**config.mk**
```make
export PLATFORM = sky130hd
export DESIGN_NAME = uart_rx
export DESIGN_NICKNAME = d
export VERILOG_FILES = /design/src/rtl/uart_pkg.sv /design/src/rtl/uart_rx_fifo.sv /design/src/rtl/uart_rx.sv
export SDC_FILE = /design/constraint.sdc
export NUM_CORES = 1
export LEC_CHECK = 0
export BUFFER_PORTS_ARGS = -buffer_cell sky130_fd_sc_hd__buf_4
export CAP_MARGIN = 20
export CORE_AREA = 2 2 82 84
export DETAILED_ROUTE_END_ITERATION = 10
export DIE_AREA = 0 0 84 86
export GPL_ROUTABILITY_DRIVEN = 0
export GPL_TIMING_DRIVEN = 0
export PLACE_DENSITY = 0.78
export SLEW_MARGIN = 20
export SYNTH_ARGS = -nofsm -noshare
export SYNTH_HDL_FRONTEND = slang
export SYNTH_SLANG_ARGS = --single-unit
```
**constraint.sdc**
```tcl
create_clock -name clk -period 3.6 [get_ports clk]
set_clock_uncertainty 0.05 [all_clocks]
set_input_delay 0.36 -clock clk [delete_from_list [all_inputs] [get_ports clk]]
set_output_delay 0.36 -clock clk [all_outputs]
set_load 0.02 [all_outputs]
```
**src/rtl/uart_pkg.sv**
```systemverilog
// Shared UART definitions: register map, STATUS bit positions, receiver
// FSM encoding and the clocks-per-bit calculation.
package uart_pkg;

    // Register byte offsets; bits [3:2] of the bus address select the register.
    localparam logic [3:0] REG_DATA   = 4'h0;
    localparam logic [3:0] REG_STATUS = 4'h4;

    // STATUS register bit positions.
    localparam int STAT_VALID     = 0;
    localparam int STAT_FULL      = 1;
    localparam int STAT_FRAME_ERR = 2;
    localparam int STAT_OVERRUN   = 3;

    typedef enum logic [2:0] {
        RX_IDLE      = 3'd0,
        RX_START     = 3'd1,
        RX_DATA      = 3'd2,
        RX_STOP      = 3'd3,
        RX_WAIT_HIGH = 3'd4
    } rx_state_e;

    // Clocks per bit, truncated.
    function automatic int unsigned calc_cpb(input int unsigned clk_mhz,
                                             input int unsigned baud);
        return (clk_mhz * 32'd1000000) / baud;
    endfunction

endpackage

```
**src/rtl/uart_rx_fifo.sv**
```systemverilog
// Receive FIFO. A push into a full FIFO is accepted only when a pop happens
// in the same cycle; a pop of an empty FIFO is ignored. Pointers wrap
// naturally because the depth is a power of two.
module uart_rx_fifo #(
    parameter int DEPTH = 4,
    parameter int WIDTH = 8
) (
    input  logic             clk,
    input  logic             rst,
    input  logic             push,
    input  logic             pop,
    input  logic [WIDTH-1:0] wdata,
    output logic [WIDTH-1:0] head,
    output logic             full,
    output logic             empty
);
    localparam int AW = (DEPTH > 1) ? $clog2(DEPTH) : 1;
    localparam int CW = AW + 1;

    logic [WIDTH-1:0] mem_q [DEPTH];
    logic [WIDTH-1:0] mem_d [DEPTH];
    logic [AW-1:0]    wr_ptr_q, wr_ptr_d;
    logic [AW-1:0]    rd_ptr_q, rd_ptr_d;
    logic [CW-1:0]    count_q, count_d;
    logic             do_push, do_pop;

    assign full  = (count_q == CW'(DEPTH));
    assign empty = (count_q == '0);
    assign head  = mem_q[rd_ptr_q];

    // Next-state for storage, pointers and occupancy.
    always_comb begin
        do_push  = push && (!full || pop);
        do_pop   = pop && !empty;
        mem_d    = mem_q;
        wr_ptr_d = wr_ptr_q;
        rd_ptr_d = rd_ptr_q;
        count_d  = count_q;
        if (do_push) begin
            mem_d[wr_ptr_q] = wdata;
            wr_ptr_d        = wr_ptr_q + AW'(1);
        end
        if (do_pop) begin
            rd_ptr_d = rd_ptr_q + AW'(1);
        end
        case ({do_push, do_pop})
            2'b10:   count_d = count_q + CW'(1);
            2'b01:   count_d = count_q - CW'(1);
            default: count_d = count_q;
        endcase
    end

    // FIFO registers.
    always_ff @(posedge clk) begin
        if (rst) begin
            for (int i = 0; i < DEPTH; i++) mem_q[i] <= '0;
            wr_ptr_q <= '0;
            rd_ptr_q <= '0;
            count_q  <= '0;
        end else begin
            mem_q    <= mem_d;
            wr_ptr_q <= wr_ptr_d;
            rd_ptr_q <= rd_ptr_d;
            count_q  <= count_d;
        end
    end

endmodule

```
**src/rtl/uart_rx.sv**
```systemverilog
// UART receiver (8N1, LSB first) with a small receive FIFO and a two-register
// bus interface (DATA, STATUS).
//
//  state        | meaning
//  -------------+---------------------------------------------------------
//  RX_IDLE      | line idle, waiting for a low level on rxs
//  RX_START     | half-bit wait, then confirm the start bit (else glitch)
//  RX_DATA      | eight full-bit waits, sampling one data bit each
//  RX_STOP      | full-bit wait, then sample the stop bit
//  RX_WAIT_HIGH | framing error seen, waiting for the line to return high
module uart_rx
    import uart_pkg::*;
#(
    parameter int CLK_MHZ    = 12,
    parameter int BAUD       = 115200,
    parameter int FIFO_DEPTH = 4
) (
    input  logic        clk,
    input  logic        rst,
    input  logic        rx,
    input  logic [3:0]  addr_in,
    input  logic        req,
    input  logic        we,
    input  logic [31:0] wdata,
    output logic [31:0] rdata,
    output logic        irq
);
    localparam int unsigned CPB   = calc_cpb(CLK_MHZ, BAUD);
    localparam int unsigned HALF  = CPB / 2;
    localparam int          CNT_W = (CPB > 2) ? $clog2(CPB) : 1;
    localparam logic [CNT_W-1:0] CPB_LD  = CNT_W'(CPB - 1);
    localparam logic [CNT_W-1:0] HALF_LD = CNT_W'(HALF - 1);

    logic             meta_q, meta_d;
    logic             rxs_q, rxs_d;
    rx_state_e        state_q, state_d;
    logic [CNT_W-1:0] cnt_q, cnt_d;
    logic [2:0]       bit_q, bit_d;
    logic [7:0]       shift_q, shift_d;
    logic             frame_err_q, frame_err_d;
    logic             overrun_q, overrun_d;

    logic             cnt_tc;
    logic             push;
    logic             fe_set;
    logic             overrun_set;
    logic [1:0]       reg_idx;
    logic             rd_data_acc;
    logic             wr_status;
    logic             pop;
    logic [7:0]       fifo_head;
    logic             fifo_full;
    logic             fifo_empty;
    logic [31:0]      status;

    logic             unused_ok;
    assign unused_ok = ^{wdata[31:4], wdata[1:0], addr_in[1:0]};

    // Two-flop synchronizer on the asynchronous serial line.
    always_comb begin
        meta_d = rx;
        rxs_d  = meta_q;
    end

    // Receiver FSM: bit timing via a down-counter with terminal-count compare.
    always_comb begin
        state_d = state_q;
        cnt_d   = cnt_q;
        bit_d   = bit_q;
        shift_d = shift_q;
        push    = 1'b0;
        fe_set  = 1'b0;
        cnt_tc  = (cnt_q == '0);
        case (state_q)
            RX_IDLE: begin
                if (!rxs_q) begin
                    state_d = RX_START;
                    cnt_d   = HALF_LD;
                    bit_d   = '0;
                end
            end
            RX_START: begin
                if (cnt_tc) begin
                    if (!rxs_q) begin
                        state_d = RX_DATA;
                        cnt_d   = CPB_LD;
                    end else begin
                        state_d = RX_IDLE;
                    end
                end else begin
                    cnt_d = cnt_q - CNT_W'(1);
                end
            end
            RX_DATA: begin
                if (cnt_tc) begin
                    shift_d = {rxs_q, shift_q[7:1]};
                    cnt_d   = CPB_LD;
                    if (bit_q == 3'd7) begin
                        state_d = RX_STOP;
                    end else begin
                        bit_d = bit_q + 3'd1;
                    end
                end else begin
                    cnt_d = cnt_q - CNT_W'(1);
                end
            end
            RX_STOP: begin
                if (cnt_tc) begin
                    if (rxs_q) begin
                        push    = 1'b1;
                        state_d = RX_IDLE;
                    end else begin
                        fe_set  = 1'b1;
                        state_d = RX_WAIT_HIGH;
                    end
                end else begin
                    cnt_d = cnt_q - CNT_W'(1);
                end
            end
            RX_WAIT_HIGH: begin
                if (rxs_q) state_d = RX_IDLE;
            end
            default: state_d = RX_IDLE;
        endcase
    end

    // Bus decode, sticky flags (a set beats a clear) and read mux.
    always_comb begin
        reg_idx     = addr_in[3:2];
        rd_data_acc = req && !we && (reg_idx == REG_DATA[3:2]);
        wr_status   = req && we && (reg_idx == REG_STATUS[3:2]);
        pop         = rd_data_acc && !fifo_empty;
        overrun_set = push && fifo_full && !pop;
        frame_err_d = fe_set | (frame_err_q & ~(wr_status & wdata[STAT_FRAME_ERR]));
        overrun_d   = overrun_set | (overrun_q & ~(wr_status & wdata[STAT_OVERRUN]));

        status                 = 32'h0;
        status[STAT_VALID]     = !fifo_empty;
        status[STAT_FULL]      = fifo_full;
        status[STAT_FRAME_ERR] = frame_err_q;
        status[STAT_OVERRUN]   = overrun_q;

        if (reg_idx == REG_DATA[3:2]) begin
            rdata = fifo_empty ? 32'h0 : {24'h0, fifo_head};
        end else if (reg_idx == REG_STATUS[3:2]) begin
            rdata = status;
        end else begin
            rdata = 32'h0;
        end
    end

    assign irq = !fifo_empty;

    // State registers.
    always_ff @(posedge clk) begin
        if (rst) begin
            meta_q      <= 1'b1;
            rxs_q       <= 1'b1;
            state_q     <= RX_IDLE;
            cnt_q       <= '0;
            bit_q       <= '0;
            shift_q     <= '0;
            frame_err_q <= 1'b0;
            overrun_q   <= 1'b0;
        end else begin
            meta_q      <= meta_d;
            rxs_q       <= rxs_d;
            state_q     <= state_d;
            cnt_q       <= cnt_d;
            bit_q       <= bit_d;
            shift_q     <= shift_d;
            frame_err_q <= frame_err_d;
            overrun_q   <= overrun_d;
        end
    end

    uart_rx_fifo #(
        .DEPTH (FIFO_DEPTH),
        .WIDTH (8)
    ) u_fifo (
        .clk   (clk),
        .rst   (rst),
        .push  (push),
        .pop   (pop),
        .wdata (shift_q),
        .head  (fifo_head),
        .full  (fifo_full),
        .empty (fifo_empty)
    );

endmodule

```
==> run_results.csv, run 1 <==
group,metric,value,unit
clock_network,cts_sinks,64,
setup_path,cp.required,3.82,ns
clock_network,cts_root_buf,"clkbuf_8",
synth,synth-edff-count,0,
synth,synth_area_per_cell,9.16,um2
floorplan,io_pins,74,
finish,multi_input_area,0.00183,mm2
synth,synthTopCellsByArea,"dfxtp_1 (38%), mux2i_1 (10%), nand2_1 (7.6%)",
outcome,status,"finished, final reports clean",
finish,final_common_cell,"nand2_1",
finish,antenna_cells,0,
synth,synthArstFlopShare,0,%
setup_path,crit_type,"reg2reg",
placed_design,dp.final_hpwl,5060,um
finish,seq_area,0.00128,mm2
power_and_ir_drop,powerDensity,426,mW/mm2
setup_path,cp_slowest_stage_delay,0.48,ns
clock_network,numCtsBuffers,9,
setup_path,crit_arrival,3.09,ns
clock_network,tritoncts,"yes",
synth,syn_inst,366,
sta,fmax,349,MHz
setup_path,cp_max_fo,9,
clock_network,ctsHoldBuffers,0,
global_route,grt_pass1_vias,2538,
power_and_ir_drop,vdd_ir_drop_max,0.000226,V
floorplan,die_area,0.00722,mm2
clock_network,insertion_delay,0.34,ns
floorplan,initial_core_util,53.4,%
routing,wl_per_cell,14.2,um
setup_path,worstSetupEndpointType,"register",
setup_path,r2r_cells,12,
placed_design,port_buffers,16,
floorplan,rows,29,
synth,synth.top_cell.area_share,38.2,%
clock_network,cts_resized,0,
synth,ys_ff_latch,64,
sta,slew_violations,0,
setup_path,crit_path_top_delay_cell,"or4b_4",
setup_path,critical_path.n_buffers_inverters,3,
finish,area_growth,16.7,%
synth,yosys_warnings,0,
global_route,antenna_found_initial,0,
finish,nets,466,
run,cap_viol_max_count,0,
routing,drtIter0Drc,209,
routing,final_antenna_net_count,0,
setup_path,cp.depth,12,
sta,fin_ws,0.732,ns
clock_network,cts.path.max_buffers,2,
power_and_ir_drop,cellLeakagePower,1.62,nW
routing,via_count,2680,
sta,setup_tns,0,ns
floorplan,core_area,0.00628,mm2
finish,num-fill-cells,546,
sta,layout_min_cycle_time,2.87,ns
routing,drc,0,
synth,yosysUniqueCellTypes,58,
setup_path,cp-start-kind,"register",
synth,syn-cell-area,0.00335,mm2
clock_network,htreeDepth,3,
routing,drtPass1Iterations,4,
global_route,grt.total_usage,20.7,%
finish,layout_common_cells,"nand2_1 (68), dfxtp_1 (64), buf_4 (40)",
finish,drive_above_1_share,19.7,%
sta,setup_viol,0,
sta,worst_pin_slew,0.758,ns
setup_path,crit_path_start,"cnt_q[0]",
floorplan,die_y,86,um
setup_path,cp_cell_sequence,"inv_1 -> ha_1 -> or4b_4 -> buf_6 -> nor3_1 -> nand2_1 -> ha_1 -> inv_1 -> fa_1 -> xor2_1 -> or3_1 -> a21oi_1",
setup_path,r2r-start,"cnt_q[0]",
routing,wirelength,7080,um
setup_path,r2r_end,"u_fifo.count_q[2]",
clock_network,postCtsSetupBuffers,0,
synth,synth_largest_area_cell,"dfxtp_1",
setup_path,cp-endpoint,"u_fifo.count_q[2]",
global_route,grt_pass1_wl,11800,um
placed_design,place_worst_setup_slack,0.778,ns
synth,ys_seq_area_share,38.2,%
clock_network,path_clk_slew,0.07,ns
hold_path,hp-class,"in2reg",
global_route,grt_max_degree,13,
sta,timing_hold_violations_final,0,
sta,slew-limit-headroom,49.1,%
setup_path,reg2reg_slack,0.73,ns
sta,fin_crit_sh,79.7,%
sta,rsz0062_at_grt,"no",
synth,synthFlopType,"dfxtp_1",
floorplan,dieWidth,84,um
setup_path,crit_family,"simple AND/OR/NAND/NOR gates",
routing,viasPerCell,5.38,
global_route,overflow,0,
[cell usage after synthesis, drive strengths merged, types with 4 or more instances]
| cell type | number |
|---|---|
| a211oi | 4 |
| mux2i | 35 |
| a21oi | 18 |
| or2 | 4 |
| nor2b | 5 |
| ha | 8 |
| nand3 | 9 |
| nor3 | 9 |
| nor2 | 18 |
| buf | 31 |
| inv | 12 |
| clkbuf | 13 |
| or3 | 4 |
| dfxtp | 64 |
| mux4 | 8 |
| nand2 | 68 |
| o21ai | 9 |
[final cells by class]
| cell class | count | area share [%] |
|---|---|---|
| clock buffer | 10 | 3.52 |
| timing repair buffer | 16 | 3.07 |
| multi-input combinational | 269 | 46.8 |
| buffer | 44 | 7.32 |
| tap | 77 | 2.46 |
| inverter | 12 | 1.15 |
| clock inverter | 6 | 2.91 |
| sequential | 64 | 32.7 |
[kinds of logic after synthesis]
| family | after synthesis | share of synthesized area (%) |
|---|---|---|
| buffers and inverters | 56 | 9.89 |
| xor gates and xnor gates | 4 | 1.05 |
| AOI/OAI and AO/OA | 53 | 10.8 |
| DFF | 64 | 38.2 |
| other | 1 | 0.112 |
| muxes | 43 | 15.8 |
| and+or+nand+nor | 136 | 20.5 |
| adders and majority gates | 9 | 3.58 |
[worst min path at each step]
| stage | start | to | slack (ns) | cells after the start |
|---|---|---|---|---|
| floorplan | meta_q | rxs_q | 0.34 | 1 |
| global placement | meta_q | rxs_q | 0.35 | 1 |
| detailed placement | meta_q | rxs_q | 0.36 | 1 |
| CTS | rx | meta_q | 0.15 | 2 |
| global route | rx | meta_q | 0.16 | 2 |
| finish | rx | meta_q | 0.16 | 2 |
[power breakdown]
group          switching [W]  internal [W]
Clock               0.000291      0.000481
Combinational       0.000102     0.0000685
Sequential        0.00000968      0.000717
Total               0.000402       0.00127
[per-stage QoR]
| stage | hold slack [ns] | cells | instance area, um2 | utilization [%] | power [W] |
|---|---|---|---|---|---|
| 5_1_grt | 0.163 | 498 | 3910 | 62.3 | 0.00172 |
| 3_3_place_gp | 0.346 | 482 | 3650 | 58.2 | 0.000907 |
| 2_1_floorplan | 0.339 | 389 | 3440 | - | 0.000877 |
| 6_report | 0.158 | 498 | 3910 | 62.3 | 0.00167 |
| 4_1_cts | 0.151 | 498 | 3910 | 62.2 | 0.00167 |
| 3_5_place_dp | 0.359 | 482 | 3650 | 58.2 | 0.000909 |
[worst register-to-register path: stages (launching register included)]
cell and delay (ns):
dfxtp_1 0.33, inv_1 0.06, ha_1 0.21, or4b_4 0.48, buf_6 0.16, nor3_1 0.40, nand2_1 0.12, ha_1 0.23
inv_1 0.07, fa_1 0.17, xor2_1 0.07, or3_1 0.31, a21oi_1 0.13
[layer usage]
| layer | track usage [%] | vias to the layer above | routed length [um] | share of wire [%] |
|---|---|---|---|---|
| met5 | 0 | - | 0 | 0 |
| met3 | 4.52 | 9 | 430 | 6.1 |
| met1 | 26.2 | 1269 | 3160 | 45 |
| li1 | - | 1322 | - | - |
| met4 | 8.65 | 0 | 98 | 1.4 |
| met2 | 34.4 | 80 | 3390 | 48 |
[sequential cells by signal, indices dropped and copies added, names as in the netlist, 2 cells and up]
register and cells:
u_fifo.mem_q 32, shift_q 8, cnt_q 7, bit_q 3, state_q 3, u_fifo.count_q 3, u_fifo.rd_ptr_q 2, u_fifo.wr_ptr_q 2
Power figures use the tool's default switching activity.
==> run 2, diff against run 1 <==
CORE_AREA = 2 2 86 88   (was 2 2 82 84)
DIE_AREA = 0 0 88 90   (was 0 0 84 86)
PLACE_DENSITY = 0.75   (was 0.78)
clock period = 2.6 ns   (was 3.6 ns; I/O delays follow)
==> run 2 against run 1 <==
  * Wire length is 4.7% higher
  * Sequential cell count stayed put
  * Fmax rose by 15%
  * Critical path depth down 1
  * Setup slack got worse by 0.62 ns
  * Non-clock buffer count decreased by 1
==> run_results.csv, run 2 (synthesized netlist as in run 1, its figures left out) <==
group,metric,value,unit
sta,timing_hold_violations_final,0,
routing,wl_met1,3340,um
sta,setup_viol,0,
sta,slew_violations,0,
power_and_ir_drop,vdd_ir_drop_max,0.000299,V
routing,routed.top_layer,"met4",
routing,viasPerCell,5.18,
clock_network,insertion_delay,0.35,ns
finish,drive_above_1_share,22.9,%
routing,drtPass1Iterations,7,
setup_path,cp_max_fo,5,
sta,fmax,402,MHz
routing,final_antenna_net_count,0,
routing,drc,0,
placed_design,place_worst_setup_slack,-0.302,ns
routing,wirelength,7410,um
finish,largest_register,"u_fifo.mem_q",
sta,fin_crit_sh,95.6,%
setup_path,crit_path_top_delay_cell,"or4b_4",
finish,top_regs,"u_fifo.mem_q (32), shift_q (8), cnt_q (7)",
power_and_ir_drop,powerDensity,543,mW/mm2
floorplan,dieWidth,88,um
clock_network,numCtsBuffers,9,
outcome,status,"finished, final reports clean",
global_route,antenna_found_initial,0,
routing,via_count,2691,
routing,wl_per_cell,14.3,um
setup_path,cp-start-kind,"register",
finish,area_growth,17.4,%
routing,wl_met3,301,um
routing,route.met2.wl,3660,um
finish,largest_register_ffs,32,
power_and_ir_drop,cellLeakagePower,1.61,nW
clock_network,tritoncts,"yes",
floorplan,rows,31,
setup_path,crit_type,"reg2reg",
run,cap_viol_max_count,0,
power_and_ir_drop,p_sw_share,26.8,%
sta,worst_pin_slew,0.731,ns
sta,hold_ws,0.0490,ns
global_route,grt.total_usage,19.6,%
setup_path,cp.required,2.83,ns
finish,final_common_cell,"nand2_1",
routing,drtIter0Drc,125,
global_route,overflow,0,
clock_network,cts_sinks,64,
setup_path,cp_slowest_stage_delay,0.50,ns
floorplan,initial_core_util,47.7,%
clock_network,path_clk_slew,0.07,ns
global_route,grt_max_degree,13,
placed_design,dp.final_hpwl,5120,um
sta,fin_ws,0.115,ns
setup_path,worstSetupEndpointType,"register",
finish,antenna_cells,0,
power_and_ir_drop,power_frac_clock,41.2,%
global_route,grt_pass1_wl,12100,um
clock_network,cts.path.max_buffers,2,
sta,setup_tns,0,ns
placed_design,port_buffers,16,
power_and_ir_drop,pwr-share-comb,11.6,%
floorplan,die_y,90,um
finish,nets,465,
floorplan,core_area,0.00702,mm2
setup_path,cp_cell_sequence,"inv_2 -> ha_4 -> or4b_4 -> nor3_4 -> nand2_1 -> ha_2 -> inv_1 -> fa_1 -> xor2_1 -> or3_1 -> a21oi_2",
power_and_ir_drop,switchingPower,0.000573,W
setup_path,crit_arrival,2.71,ns
clock_network,cts_root_buf,"clkbuf_8",
sta,layout_min_cycle_time,2.49,ns
floorplan,die_area,0.00792,mm2
hold_path,hp-class,"in2reg",
power_and_ir_drop,intPower,0.00156,W
sta,rsz0062_at_grt,"yes",
power_and_ir_drop,p_seq_share,47.2,%
finish,layout_common_cells,"nand2_1 (68), dfxtp_1 (62), buf_4 (44)",
global_route,grt_pass1_vias,2517,
clock_network,ctsHoldBuffers,0,
sta,slew-limit-headroom,50.9,%
clock_network,htreeDepth,3,
floorplan,io_pins,74,
run 2: cell count changes in the layout (fill, tap and decap cells not counted), moves of 2 or more:
cell       delta
inv_2         +2
buf_4         +4
ha_1          -2
dfxtp_2       +2
dfxtp_1       -2
clkbuf_1      -4
bufinv_16     -2
inv_1         -2
run 2: layer usage:
layer / vias up / global-route usage, %
met4: 0 / 7.44
li1: 1328 / -
met2: 68 / 31.6
met1: 1284 / 25.4
met3: 11 / 4.32
met5: - / 0
run 2: stage by stage:
step	power, W	std cells	cell area (um2)	utilization, %
2_1_floorplan	0.00121	389	3440	-
3_3_place_gp	0.00126	504	3680	52.5
3_5_place_dp	0.00126	504	3680	52.5
4_1_cts	0.00213	519	3900	55.6
5_1_grt	0.00222	519	3940	56.1
6_report	0.00214	519	3940	56.1
run 2: worst paths after layout:
path,from,endpoint,slack [ns],depth (start not counted)
max,cnt_q[1],u_fifo.count_q[2],0.11,11
min,rx,meta_q,0.05,2
max reg2reg,cnt_q[1],u_fifo.count_q[2],0.11,11
min reg2reg,meta_q,rxs_q,0.36,1
run 2: timing repair:
item / CTS / global route
buffers inserted: 0 / 4
pin swaps: 1 / 4
resized for setup: 4 / 9
endpoints found under the setup margin: 7 / 7
run 2: power groups by stage:
stage	Clock, W	Combinational (W)	Sequential [W]
floorplan	0	0.000190	0.00103
global placement	0	0.000229	0.00103
detailed placement	0	0.000231	0.00103
CTS	0.000887	0.000236	0.00101
global route	0.000936	0.000270	0.00101
finish	0.000881	0.000247	0.00101
run 2: worst max-delay path, delay by kind of cell (launching register included):
family | cells | cell delay, ns
and+or+nand+nor | 4 | 1.18
AOI/OAI and AO/OA | 1 | 0.12
adders and majority gates | 3 | 0.51
xor gates and xnor gates | 1 | 0.08
DFF | 1 | 0.34
buffers and inverters | 2 | 0.13
run 2: cell type report:
cell class	instances	area, um2
clock buffer	10	138
timing repair buffer	20	150
clock inverter	6	67.6
buffer	39	262
multi-input combinational	269	1870
fill	606	3080
inverter	12	45.0
tap	99	124
sequential	64	1280
